## src/rtl/gray_decode.sv

```systemverilog
// Registered Gray-to-binary decoder that tracks count continuity and flags wrap and illegal steps.
// Optional macro GRAY_DECODE_CHECK_EN compiles in step checking (Error flag and FAULT state).
module gray_decode #(
  parameter int WIDTH = 3
) (
  input  logic             Clk,
  input  logic             Reset,
  input  logic             Valid,
  input  logic [WIDTH-1:0] In,
  input  logic             Clear,
  output logic [WIDTH-1:0] Out,
  output logic             OutValid,
  output logic             Overflow,
  output logic             Error
);

  typedef enum logic [1:0] {
    IDLE  = 2'd0,
    TRACK = 2'd1,
    FAULT = 2'd2
  } state_t;

  state_t           state;
  logic [WIDTH-1:0] bin;
  logic             wrap;

  always_comb begin
    bin = '0;
    bin[WIDTH-1] = In[WIDTH-1];
    for (int unsigned k = 1; k < WIDTH; k++) begin
      bin[WIDTH-1-k] = bin[WIDTH-k] ^ In[WIDTH-1-k];
    end
  end

  assign wrap = (Out == '1) && (bin == '0);

`ifdef GRAY_DECODE_CHECK_EN
  logic [WIDTH-1:0] next;
  logic             err;

  assign next  = Out + 1'b1;
  assign Error = err;
`else
  assign Error = 1'b0;
`endif

  always_ff @(posedge Clk) begin
    if (Reset) begin
      Out      <= '0;
      OutValid <= 1'b0;
      Overflow <= 1'b0;
      state    <= IDLE;
`ifdef GRAY_DECODE_CHECK_EN
      err      <= 1'b0;
`endif
    end else begin
      OutValid <= 1'b0;
      if (Clear) begin
        // Out is deliberately kept; a Valid in the same cycle is dropped.
        Overflow <= 1'b0;
        state    <= IDLE;
`ifdef GRAY_DECODE_CHECK_EN
        err      <= 1'b0;
`endif
      end else if (Valid) begin
        case (state)
          IDLE: begin
            Out      <= bin;
            OutValid <= 1'b1;
            state    <= TRACK;
          end
          TRACK: begin
`ifdef GRAY_DECODE_CHECK_EN
            if (bin == Out) begin
              OutValid <= 1'b1;
            end else if (bin == next) begin
              Out      <= bin;
              OutValid <= 1'b1;
              if (wrap) Overflow <= 1'b1;
            end else begin
              err   <= 1'b1;
              state <= FAULT;
            end
`else
            Out      <= bin;
            OutValid <= 1'b1;
            if (wrap) Overflow <= 1'b1;
`endif
          end
          default: ;
        endcase
      end
    end
  end

endmodule

```

## config.mk

```make
export PLATFORM = sky130hd
export DESIGN_NAME = gray_decode
export DESIGN_NICKNAME = d
export VERILOG_FILES = /design/src/rtl/gray_decode.sv
export SDC_FILE = /design/constraint.sdc
export NUM_CORES = 1
export LEC_CHECK = 0
export ABC_AREA = 1
export CORE_AREA = 2 2 39 41
export DETAILED_ROUTE_END_ITERATION = 7
export DIE_AREA = 0 0 41 43
export MAX_ROUTING_LAYER = met4
export PLACE_DENSITY = 0.52
export SLEW_MARGIN = 0
export SYNTH_ARGS = -nofsm -noshare
export SYNTH_HDL_FRONTEND = slang
export SYNTH_SLANG_ARGS = --single-unit
```

## constraint.sdc

```tcl
create_clock -name Clk -period 3.1 [get_ports Clk]
set_clock_uncertainty 0.15 [all_clocks]
set_input_delay 0.62 -clock Clk [delete_from_list [all_inputs] [get_ports Clk]]
set_output_delay 0.62 -clock Clk [all_outputs]
set_load 0.02 [all_outputs]
```

# == Word-level counts from Yosys, hierarchy flattened ==
# Cells that the tools add are included.
# word_totals
ff_bits,6
input_bits,7
output_inout_bits,6
word_cells,19
# classes
n_eq_ne,1
mux,1
bitwise_logic,4
reduce_logical,9
# op_table
operator,count
3-bit AND reduction,2
2-bit OR reduction,2
"3-bit == test, second input constant",1
3-bit zero test,1
3-bit OR reduction,1
2-bit zero test,1
1-bit NOT,2
2-bit AND reduction,1
1-bit XOR,2
1-bit logical AND,1
1-bit 2-to-1 mux,1

# == Logic depth before layout (Yosys ltp) ==
# depth
depth_word,5
ltp_mapped,7
ltp_nobuf,7

# == Least setup slack after synthesis ==
# OpenSTA, ideal clock, no wires.
# synth_timing
path_type,input to register
startpoint,in In[2]
endpoint,reg Out[0]
setup_time_ns,0.116
t_arrival_ns,1.225
required_time_ns,2.834
slack_ns,1.609
stages,5
n_path_buf,0
cell_sequence,xor2_1 -> inv_1 -> ha_1 -> nor2_1 -> nor2_1
# synth_between
elab_chain_len,2
# synth_lines
element,line_no,text
"start, declared",9,"input logic [WIDTH-1:0] In,"
1-bit XOR (2 in a row),31,bin[WIDTH-1-k] = bin[WIDTH-k] ^ In[WIDTH-1-k];
net bin[0],24,logic [WIDTH-1:0] bin;
"end signal, assigned",68,Out <= bin;
"end signal, assigned",85,Out <= bin;
"end, declared",11,"output logic [WIDTH-1:0] Out,"
# The timed path passes the listed nets, and every way through them passes these cells.
# A chain may end at the register's enable or synchronous reset.

# == Final worst setup path ==
# layout_timing
startpoint,reg Out[2]
endpoint,out Out[2]
# No word-level cell between the ends.

==> flow_metrics.tcl <==
set metrics [dict create \
    run_status "finished, final reports clean" \
    power.density_nw_per_um2 439 \
    detail_route.wl_per_cell_um 7.49 \
    syn_nets 47 \
    synthCells 39 \
    path_class "flop to output port" \
    area_growth_pct 53.0 \
    min-delay-start "Overflow" \
    end_kind "output port" \
    crit_path_max_fanout 3 \
    clk_pin_slew_ps 40 \
    start_util 0.198 \
    hold_buffers 0 \
    peakVddDrop_mv 0.168 \
    required_ps 2330 \
    yosys_warnings 0 \
    place_congestion 0.694 \
    n_fill_cell 166 \
    cpLargestDelayFamily "buffers and inverters" \
    drcViolationCount 0 \
    hold_path.class "flop to flop" \
    hpwlAfterDp_um 439 \
    io_buffers 11 \
    antenna_left 0 \
    r2r_end "Overflow" \
    crit_arrival_ps 1190 \
    worstReg2RegStart "Out[1]" \
    p_leak_nw 0.188 \
    setup_tns_ps 0 \
    finalCritPeriodShare 0.632 \
    final_max_slew_viol_count 0 \
    rsz0062_at_grt "no" \
    max_freq_mhz 510 \
    ff2ff_setup_slack_ps 2220 \
    clock-sinks 6 \
    clock_path_buffers 2 \
    setup_viol 0 \
    nets 62 \
    die_x_um 41 \
    drive_above_1_share 0.0769 \
    crit_buf_inv 1 \
    grt_pass1_wl_um 890 \
    cpPeakStageDelay_ps 610 \
    hold_end "Overflow" \
    holdPathStages 2 \
    gr-total-overflow 0 \
    grt_max_degree 5 \
    antennaDiodeCount 0 \
    antenna_found_initial 0 \
    die_area_um2 1760 \
    cap_violations 0 \
    yosysSeqAreaShare 0.438 \
    io_pins 13 \
    synth.cell_area_um2 274 \
    first_global_vias 251 \
    vias 246 \
    ys_types 11 \
    core-area_um2 1380 \
    fp-row-count 14 \
    first_pass_iters 2 \
    cp-start-kind "flop" \
    die_height_um 43 \
    cts_resized 0 \
    drt_iter0_drc 4 \
    cp_slowest_cell "clkdlybuf4s50_1" \
    final_util 0.303 \
    fin_crit_ps 1960 \
    root_buffer "clkbuf_4" \
    timing.final.hold_violations 0 \
    cp_cell_sequence "clkdlybuf4s50_1" \
    wl_um 509 \
    syn_avg_cell_area_um2 7.03 \
    clk_latency_ps 240 \
    h-tree-depth 1 \
    reg2reg_depth 4 \
    numCtsBuffers 3 \
    ys_seq_elements 6 \
    vias_per_cell 3.62 \
    grt_usage 0.0814 \
    cts_tree "done" \
    post_cts.repair.setup_buffers 0 \
]
==> per-layer routing <==
metal	vias to the layer above	part of all wire	track usage	routed length (um)
li1	139	-	-	-
met1	100	0.42	0.0774	214
met2	7	0.49	0.116	247
met3	0	0.090	0.0628	46
met4	0	0	0.0400	0
met5	-	0	-	0
==> placed cells by master (no fill, tap or decap) <==
master / n
nor2_1: 11
clkdlybuf4s50_1: 11
inv_1: 8
dfxtp_1: 6
nand2_1: 5
o21ai_0: 3
clkbuf_4: 3
a21oi_1: 1
nor2_4: 1
xor2_1: 1
ha_1: 1
conb_1: 1
==> worst max path at each step <==
| stage | depth (start not counted) | slack (ps) | startpoint | endpoint |
|---|---|---|---|---|
| after global routing | 1 | 1070 | Out[0] | Out[0] |
| after CTS | 1 | 1120 | Out[2] | Out[2] |
| final | 1 | 1140 | Out[2] | Out[2] |
| after detailed placement | 6 | 990 | In[2] | Out[0] |
| after floorplan | 5 | 1610 | In[2] | Out[0] |
| after global placement | 6 | 1030 | In[2] | Out[0] |
==> kinds of logic (layout without fill, tap and decap cells) <==
group           count (synthesis)  in the layout  share of synthesized area
xor+xnor                        1              1                     0.0320
flops                           6              6                      0.438
compound gates                  4              4                     0.0730
buf+inv                         9             22                      0.137
fa+ha+maj                       1              1                     0.0457
simple gates                   17             17                      0.260
other cells                     1              1                     0.0137
==> sequential cells by signal, summed over array words and instances (netlist names) <==
signal and count:
state 1, OutValid 1, Out 3, Overflow 1
==> metrics by stage <==
step | hold slack, ps | total power, mW | cells | setup slack (ps) | area (um2)
final | 305 | 0.184 | 68 | 1140 | 419
after global routing | 328 | 0.198 | 68 | 1070 | 419
after global placement | 292 | 0.118 | 65 | 1030 | 397
after detailed placement | 306 | 0.118 | 65 | 993 | 397
after CTS | 312 | 0.189 | 68 | 1120 | 419
after floorplan | 301 | 0.102 | 39 | 1610 | 274
==> cell type report <==
cell class	count	area (um2)	share of cell area
Sequential cell	6	120	0.287
Inverter	8	30.0	0.0716
Timing Repair Buffer	11	110	0.263
Tap cell	16	20.0	0.0478
Clock buffer	3	22.5	0.0537
Multi-Input combinational cell	24	116	0.278
==> cell usage after synthesis <==
master    n  area (um2)
xor2_1    1        8.76
nor2_4    1        11.3
ha_1      1        12.5
nand2_1   5        18.8
buf_4     1        7.51
dfxtp_1   6         120
inv_1     8        30.0
conb_1    1        3.75
o21ai_0   3        15.0
nor2_1   11        41.3
a21oi_1   1        5.00
==> report_power, final <==
group	total [mW]	internal, mW	leakage [nW]	switching [mW]
Combinational	0.0326	0.0167	0.125	0.0160
Sequential	0.0837	0.0814	0.0493	0.00231
Clock	0.0676	0.0435	0.0138	0.0241
Note: power is estimated with default switching activity, not from simulation.
